### src/rtl/fft_radix2_butterfly_if.sv
// Sample/result bundle for the radix-2 butterfly: three packed complex
// operands in, two packed complex results out, valid strobes in each direction.
interface fft_radix2_butterfly_if #(
  parameter int WIDTH = 32
);
  logic             in_valid;
  logic [WIDTH-1:0] A;
  logic [WIDTH-1:0] B;
  logic [WIDTH-1:0] W;
  logic             out_valid;
  logic [WIDTH-1:0] out0;
  logic [WIDTH-1:0] out1;

  modport master (
    output in_valid, A, B, W,
    input  out_valid, out0, out1
  );

  modport slave (
    input  in_valid, A, B, W,
    output out_valid, out0, out1
  );
endinterface

### src/rtl/fft_radix2_butterfly.sv
// Two-stage pipelined radix-2 DIT butterfly: out0 = A + W*B, out1 = A - W*B.
// Define BUTTERFLY_SAT_EN to saturate each output component instead of wrapping.
module fft_radix2_butterfly #(
  parameter int WIDTH = 32
) (
  input  logic                    clk,
  input  logic                    rst_n,
  fft_radix2_butterfly_if.slave   bus
);
  localparam int HALF = WIDTH / 2;
  localparam int FRAC = HALF - 1;

`ifdef BUTTERFLY_SAT_EN
  localparam logic signed [HALF+2:0] SAT_MAX = {4'b0000, {(HALF-1){1'b1}}};
  localparam logic signed [HALF+2:0] SAT_MIN = {4'b1111, {(HALF-1){1'b0}}};
`endif

  // Narrow a HALF+3-bit sum back to one output component.
  function automatic logic [HALF-1:0] reduce_comp(input logic signed [HALF+2:0] x);
`ifdef BUTTERFLY_SAT_EN
    logic [HALF-1:0] r;
    if (x > SAT_MAX) begin
      r = SAT_MAX[HALF-1:0];
    end else if (x < SAT_MIN) begin
      r = SAT_MIN[HALF-1:0];
    end else begin
      r = x[HALF-1:0];
    end
    return r;
`else
    return x[HALF-1:0];
`endif
  endfunction

  logic signed [HALF-1:0]   br_s, bi_s, wr_s, wi_s;
  logic signed [2*HALF-1:0] prod_rr_s, prod_ii_s, prod_ri_s, prod_ir_s;
  logic                     unused_lsbs_s;

  logic                     v1_r;
  logic [WIDTH-1:0]         a_r;
  logic signed [HALF:0]     p_rr_r, p_ii_r, p_ri_r, p_ir_r;

  logic signed [HALF-1:0]   ar_s, ai_s;
  logic signed [HALF+1:0]   pr_s, pi_s;
  logic signed [HALF+2:0]   s0r_s, s0i_s, s1r_s, s1i_s;
  logic [WIDTH-1:0]         out0_s, out1_s;

  logic                     v2_r;
  logic [WIDTH-1:0]         out0_r, out1_r;

  // Stage-1 combinational: split operands and form the four full-precision products.
  always_comb begin
    br_s      = bus.B[WIDTH-1:HALF];
    bi_s      = bus.B[HALF-1:0];
    wr_s      = bus.W[WIDTH-1:HALF];
    wi_s      = bus.W[HALF-1:0];
    prod_rr_s = br_s * wr_s;
    prod_ii_s = bi_s * wi_s;
    prod_ri_s = br_s * wi_s;
    prod_ir_s = bi_s * wr_s;
  end

  // Fraction bits fall off in the floor shift; fold them so they are visibly consumed.
  assign unused_lsbs_s = ^{prod_rr_s[FRAC-1:0], prod_ii_s[FRAC-1:0],
                           prod_ri_s[FRAC-1:0], prod_ir_s[FRAC-1:0]};

  // Stage-1 register: A plus the four floor-shifted partials (top HALF+1 bits of each product).
  always_ff @(posedge clk or negedge rst_n) begin
    if (!rst_n) begin
      v1_r   <= 1'b0;
      a_r    <= {WIDTH{1'b0}};
      p_rr_r <= {(HALF+1){1'b0}};
      p_ii_r <= {(HALF+1){1'b0}};
      p_ri_r <= {(HALF+1){1'b0}};
      p_ir_r <= {(HALF+1){1'b0}};
    end else begin
      v1_r <= bus.in_valid;
      if (bus.in_valid) begin
        a_r    <= bus.A;
        p_rr_r <= prod_rr_s[2*HALF-1:FRAC];
        p_ii_r <= prod_ii_s[2*HALF-1:FRAC];
        p_ri_r <= prod_ri_s[2*HALF-1:FRAC];
        p_ir_r <= prod_ir_s[2*HALF-1:FRAC];
      end
    end
  end

  // Stage-2 combinational: complex product, then butterfly sums with no cross-field carry.
  always_comb begin
    ar_s   = a_r[WIDTH-1:HALF];
    ai_s   = a_r[HALF-1:0];
    pr_s   = $signed({p_rr_r[HALF], p_rr_r}) - $signed({p_ii_r[HALF], p_ii_r});
    pi_s   = $signed({p_ri_r[HALF], p_ri_r}) + $signed({p_ir_r[HALF], p_ir_r});
    s0r_s  = $signed({{3{ar_s[HALF-1]}}, ar_s}) + $signed({pr_s[HALF+1], pr_s});
    s0i_s  = $signed({{3{ai_s[HALF-1]}}, ai_s}) + $signed({pi_s[HALF+1], pi_s});
    s1r_s  = $signed({{3{ar_s[HALF-1]}}, ar_s}) - $signed({pr_s[HALF+1], pr_s});
    s1i_s  = $signed({{3{ai_s[HALF-1]}}, ai_s}) - $signed({pi_s[HALF+1], pi_s});
    out0_s = {reduce_comp(s0r_s), reduce_comp(s0i_s)};
    out1_s = {reduce_comp(s1r_s), reduce_comp(s1i_s)};
  end

  // Stage-2 register: results load only with a valid partial set, otherwise hold.
  always_ff @(posedge clk or negedge rst_n) begin
    if (!rst_n) begin
      v2_r   <= 1'b0;
      out0_r <= {WIDTH{1'b0}};
      out1_r <= {WIDTH{1'b0}};
    end else begin
      v2_r <= v1_r;
      if (v1_r) begin
        out0_r <= out0_s;
        out1_r <= out1_s;
      end
    end
  end

  assign bus.out_valid = v2_r;
  assign bus.out0      = out0_r;
  assign bus.out1      = out1_r;
endmodule

### src/flat_wrapper.sv
// flat-port wrapper written by rule: the top's interface ports become plain ports
module fft_radix2_butterfly_flat 
#(
  parameter int WIDTH = 32
)
  (clk, rst_n, bus_in_valid, bus_A, bus_B, bus_W, bus_out_valid, bus_out0, bus_out1);
  fft_radix2_butterfly_if #(.WIDTH(WIDTH)) bus_i ();
  input  logic clk;
  input  logic rst_n;
  input wire logic [$bits(bus_i.in_valid)-1:0] bus_in_valid;
  input wire logic [$bits(bus_i.A)-1:0] bus_A;
  input wire logic [$bits(bus_i.B)-1:0] bus_B;
  input wire logic [$bits(bus_i.W)-1:0] bus_W;
  output wire logic [$bits(bus_i.out_valid)-1:0] bus_out_valid;
  output wire logic [$bits(bus_i.out0)-1:0] bus_out0;
  output wire logic [$bits(bus_i.out1)-1:0] bus_out1;
  assign bus_i.in_valid = bus_in_valid;
  assign bus_i.A = bus_A;
  assign bus_i.B = bus_B;
  assign bus_i.W = bus_W;
  assign bus_out_valid = bus_i.out_valid;
  assign bus_out0 = bus_i.out0;
  assign bus_out1 = bus_i.out1;
  fft_radix2_butterfly #(.WIDTH(WIDTH)) u_core (.clk(clk), .rst_n(rst_n), .bus(bus_i));
endmodule
### config.mk
export PLATFORM = sky130hd
export DESIGN_NAME = fft_radix2_butterfly_flat
export DESIGN_NICKNAME = d
export VERILOG_FILES = /design/src/rtl/fft_radix2_butterfly_if.sv /design/src/rtl/fft_radix2_butterfly.sv /design/src/flat_wrapper.sv
export SDC_FILE = /design/constraint.sdc
export NUM_CORES = 2
export LEC_CHECK = 0
export ABC_AREA = 1
export BUFFER_PORTS_ARGS = -buffer_cell sky130_fd_sc_hd__buf_2
export CAP_MARGIN = 20
export CORE_ASPECT_RATIO = 1.25
export CORE_MARGIN = 5
export CORE_UTILIZATION = 65
export DETAILED_ROUTE_END_ITERATION = 8
export PLACE_DENSITY_LB_ADDON = 0.25
export SLEW_MARGIN = 5
export SYNTH_ARGS = -nofsm -noshare
export SYNTH_HDL_FRONTEND = slang
export SYNTH_SLANG_ARGS = --single-unit
### constraint.sdc
create_clock -name clk -period 6 [get_ports clk]
set_input_delay 0 -clock clk [delete_from_list [all_inputs] [get_ports clk]]
set_output_delay 0 -clock clk [all_outputs]
set_load 0.01 [all_outputs]
# == Word-level counts from Yosys, hierarchy flattened ==
# Index checks and enable logic that the tools add are counted.
# classes
add_sub_neg,6
n_mul,4
# ops
op,n
multiplier 16 x 16 -> 31 bit,4
adder 16 bit,3
subtractor 16 bit,3
# totals
reg_bits,162

# == Logic depth before layout (Yosys ltp) ==
# logic_depth
depth_word,2
ltp_mapped,29
ltp_nobuf,27

# == Worst setup path before layout ==
# Ideal clock, no wire load.
# synth_timing
path_kind,input to register
from,in bus_B[31]
to,reg u_core.p_rr_r[14]
arrival_time_ns,5.233
path_slack_ns,0.649
stages,24
path_buffers,2
t_required_ns,5.882
setup_ns,0.118
path_cell_list,buf_4 -> clkbuf_1 -> nand2_1 -> inv_1 -> fa_1 -> inv_1 -> fa_1 -> inv_1 -> fa_1 -> fa_1 -> inv_1 -> fa_1 -> fa_1 -> inv_1 -> ha_1 -> nand2_1 -> nor3_1 -> nand2_1 -> nor4_1 -> nand2_1 -> nand2_1 -> nand2_1 -> nand3_1 -> nand2_1
# synth_between
elab_chain_cells,1
# synth_rtl
item,line_no,source
"start, declared",flat_wrapper.sv:12,input wire logic [$bits(bus_i.B)-1:0] bus_B;
multiplier 16 x 16 -> 31 bit,fft_radix2_butterfly.sv:57,prod_rr_s = br_s * wr_s;
"end signal, assigned",fft_radix2_butterfly.sv:72,p_rr_r <= {(HALF+1){1'b0}};
"end signal, assigned",fft_radix2_butterfly.sv:80,p_rr_r <= prod_rr_s[2*HALF-1:FRAC];
"end, declared",fft_radix2_butterfly.sv:41,"logic signed [HALF:0] p_rr_r, p_ii_r, p_ri_r, p_ir_r;"
# No other way between the ends.
# A chain may end at the register's enable or synchronous reset.

# == Worst setup path after layout ==
# layout_timing
from,in bus_B[31]
to,reg u_core.p_ri_r[9]
# layout_between
elab_chain_cells,1
# layout_rtl
item,line_no,source
multiplier 16 x 16 -> 31 bit,fft_radix2_butterfly.sv:59,prod_ri_s = br_s * wi_s;
"end signal, assigned",fft_radix2_butterfly.sv:74,p_ri_r <= {(HALF+1){1'b0}};
"end signal, assigned",fft_radix2_butterfly.sv:82,p_ri_r <= prod_ri_s[2*HALF-1:FRAC];
"end, declared",fft_radix2_butterfly.sv:41,
# No other way between the ends.

==> metrics.cfg <==
[run_status]
run_status=complete, no violations

[drt]
top_layer_used=met5
avgRoutedWirePerCell_um=17.8
wl_met2_mm=71.0
met1Wirelength_mm=53.1
detail_route.vias_per_cell=5.43
detailedRoute.firstIterationViolations=3293
post-route-drc-count=0
antenna_violating_nets_post_route=0
vias=44400
wl_mm=146
detail_route.first_pass.iterations=7
wl_met3_mm=11.8

[placement]
dpl.hpwl_mm=121
io_buffers=163
gpl.final_weighted_congestion=0.949

[timing]
timing.max_slew.rel_slack=0.359
timing.final.max_slew_violations=0
maxClockFrequency_mhz=185
worst-slew-pin-transition_ps=961
timing.final.crit_period_ps=5410
setup_tns_ps=0
finalCritPeriodShare=0.901
grt_setup_unrepaired=false
timing.final.setup_violations=0
clock-skew-final_ps=23.8
timing.final.hold_violations=0

[job]
timing.max_cap.violations=0

[worst_setup_path]
critPathCaptureType=flip-flop
critPathLaunch=bus_B[31]
critical_path.cell_chain=buf_2 -> nand2_1 -> inv_1 -> fa_1 -> inv_1 -> fa_1 -> inv_1 -> fa_1 -> fa_1 -> fa_1 -> inv_1 -> fa_1 -> inv_1 -> ha_1 -> nand2_1 -> nor2_1 -> inv_1 -> nor3_1 -> nand3_1 -> nand3_1 -> nand2_1 -> nand3_1 -> nand2_1
worstPathMaxFanout=20
critical_path.max_stage_delay_ps=750
critical_path.slowest_cell=fa_1
cp.required_ps=6390
worstSetupStartpointType=primary input
ws_path_type=primary input to flip-flop
r2r-end=u_core.bus.out1[29]
worst_ep_arrival_time_ps=5800
end_of_the_critical_path=u_core.p_ri_r[9]
reg2reg_setup_slack_ps=2250
rr_worst_depth=17
reg2reg_from=u_core.p_ii_r[1]

[yosys]
number_of_unique_standard_cell_types_used_by_synthesis=43
syn_avg_cell_area_um2=7.39
synth-edff-count=0
synth-seq-cells=160
syn_inst=6982
syn_area_um2=51600
proportion_of_register_bits_with_asynchronous_set_or_reset_after_synthesis=1.00
share_of_the_yosys_chip_area_belonging_to_registers=0.0776
postSynth.topFlopCell=dfrtp_1
ys.warnings.count=0
syn-num-nets=8505

[cts]
ctsResizeCount=0
cts.root.buffer_cell=clkbuf_16
htree_num_levels=4
clk_path_buf_depth=2
clkSlewWorstSetupHoldPaths_ps=90
clock_tree_from_tritoncts=done
cts.sink_count=160
clock_latency_ps=520
cts-buffers-inserted=17

[global_route]
vias_in_the_first_global_route=47700
overflow=0
grt_max_degree=73
grtUsageTotal=0.353
global_route_wire_length_before_repair_mm=239
antenna_violations_before_repair=5

[die]
floorplan.die.height_um=325
number_of_primary_i_o_pins=164
core_box_area_um2=78700
die_area_um2=85200
row_count=115
initial_core_util=0.656
die-width_um=262

[layout]
final_net_count=8636
post_route_cells_drive_above_1_share=0.0536
flow.area_growth_from_synthesis_pct=7.08

[hold_path]
hold_path_class=primary input to asynchronous set/reset pin

-- worst max-delay path, delay by kind of cell --
| family | cells | cell delay (ps) |
|---|---|---|
| fa+ha+maj | 7 | 3620 |
| simple gates | 9 | 1180 |
| buf+inv | 7 | 970 |
-- per-stage QoR --
step	setup slack (ps)	utilization	std cells	hold slack (ps)	instance area (µm²)
2_1_floorplan	649	-	6982	-296	51600
4_1_cts	649	0.702	8179	36.4	55300
5_1_grt	174	0.702	8180	122	55300
3_3_place_gp	245	0.689	8106	30.6	54200
3_5_place_dp	95.4	0.689	8106	35.1	54200
6_report	593	0.702	8184	56.8	55300
-- per-layer routing --
layer  track usage  up-vias
met3        0.0583      561
met1         0.429    21600
met2         0.598     1910
met4         0.198        4
li1              -    20300
met5             0        -
-- logic make-up after synthesis --
logic type / synth area share
AOI/OAI and AO/OA: 0.0424
xor gates and xnor gates: 0.0134
DFF: 0.0776
adders and majority gates: 0.494
and+or+nand+nor: 0.209
buffers and inverters: 0.163
-- cell usage in the layout, fill, tap and decap left out, types with 35 or more instances in the layout --
cell type      synthesis  final
nand3_1              245    245
nor3_1                35     35
xor2_1                53     53
nand2_1             2000   2000
buf_4                  7    136
a21oi_1              182    182
dfrtp_1              160    159
dlygate4sd3_1          0     41
buf_2                 19    161
fa_1                1026   1026
inv_1               1976   1975
nor2_1               301    301
o21ai_0              101    101
nand4_1               43     43
ha_1                 398    398
-- layout make-up --
class / count / area (µm²)
diodes: 5 / 12.5
clock buffers: 17 / 425
clock inverters: 15 / 204
fillers: 6603 / 23400
inverters: 1979 / 7430
multi-input cells: 4594 / 39200
flip-flops and latches: 160 / 4010
well taps: 1053 / 1320
repair buffers: 361 / 2690
-- state kept, by name (all words and copies together) (netlist names) --
register,count
u_core.p_ir_r,16
u_core.bus.out0,31
u_core.bus.out_valid,1
u_core.p_ri_r,16
u_core.v1_r,1
u_core.p_ii_r,16
u_core.bus.out1,31
u_core.a_r,32
u_core.p_rr_r,16
-- Yosys cell counts, types with 5 or more instances --
| master | n | area (µm²) |
|---|---|---|
| nor4_1 | 9 | 56.3 |
| o21a_1 | 17 | 128 |
| nor3_1 | 35 | 175 |
| buf_1 | 10 | 37.5 |
| o21ai_0 | 101 | 505 |
| ha_1 | 398 | 4980 |
| nand3b_1 | 26 | 195 |
| o21ai_1 | 16 | 80.1 |
| inv_1 | 1976 | 7420 |
| a21o_1 | 16 | 120 |
| a21oi_1 | 182 | 911 |
| or2_2 | 17 | 106 |
| clkbuf_1 | 211 | 792 |
| nand2b_1 | 5 | 31.3 |
| nor2_1 | 301 | 1130 |
| fa_1 | 1026 | 20500 |
| nand2_1 | 2000 | 7510 |
| xor2_1 | 53 | 464 |
| and3_1 | 5 | 31.3 |
| nand3_1 | 245 | 1230 |
| buf_2 | 19 | 95.1 |
| dfrtp_1 | 160 | 4000 |
| o21bai_1 | 28 | 210 |
| buf_4 | 7 | 52.6 |
| nand4_1 | 43 | 269 |
| xnor2_1 | 26 | 228 |
| a31oi_1 | 23 | 144 |
-- what timing repair did --
item | CTS | global route
endpoints found under the setup margin | 0 | 0
buffers inserted | 0 | 0
endpoints found under the hold margin | 103 | 0
hold buffers | 41 | 0
-- worst min-delay path by stage --
stage,from,to,slack [ps]
finish,rst_n,u_core.bus.out1[7],60
global route,rst_n,u_core.bus.out1[1],120
CTS,rst_n,u_core.bus.out1[7],40
detailed placement,rst_n,u_core.bus.out1[5],40
global placement,rst_n,u_core.bus.out1[5],30
floorplan,rst_n,u_core.a_r[0],-300
Power is left out: the tool's default activity adds up to more than one toggle a clock period on the data nets, which glitch-free logic cannot reach.
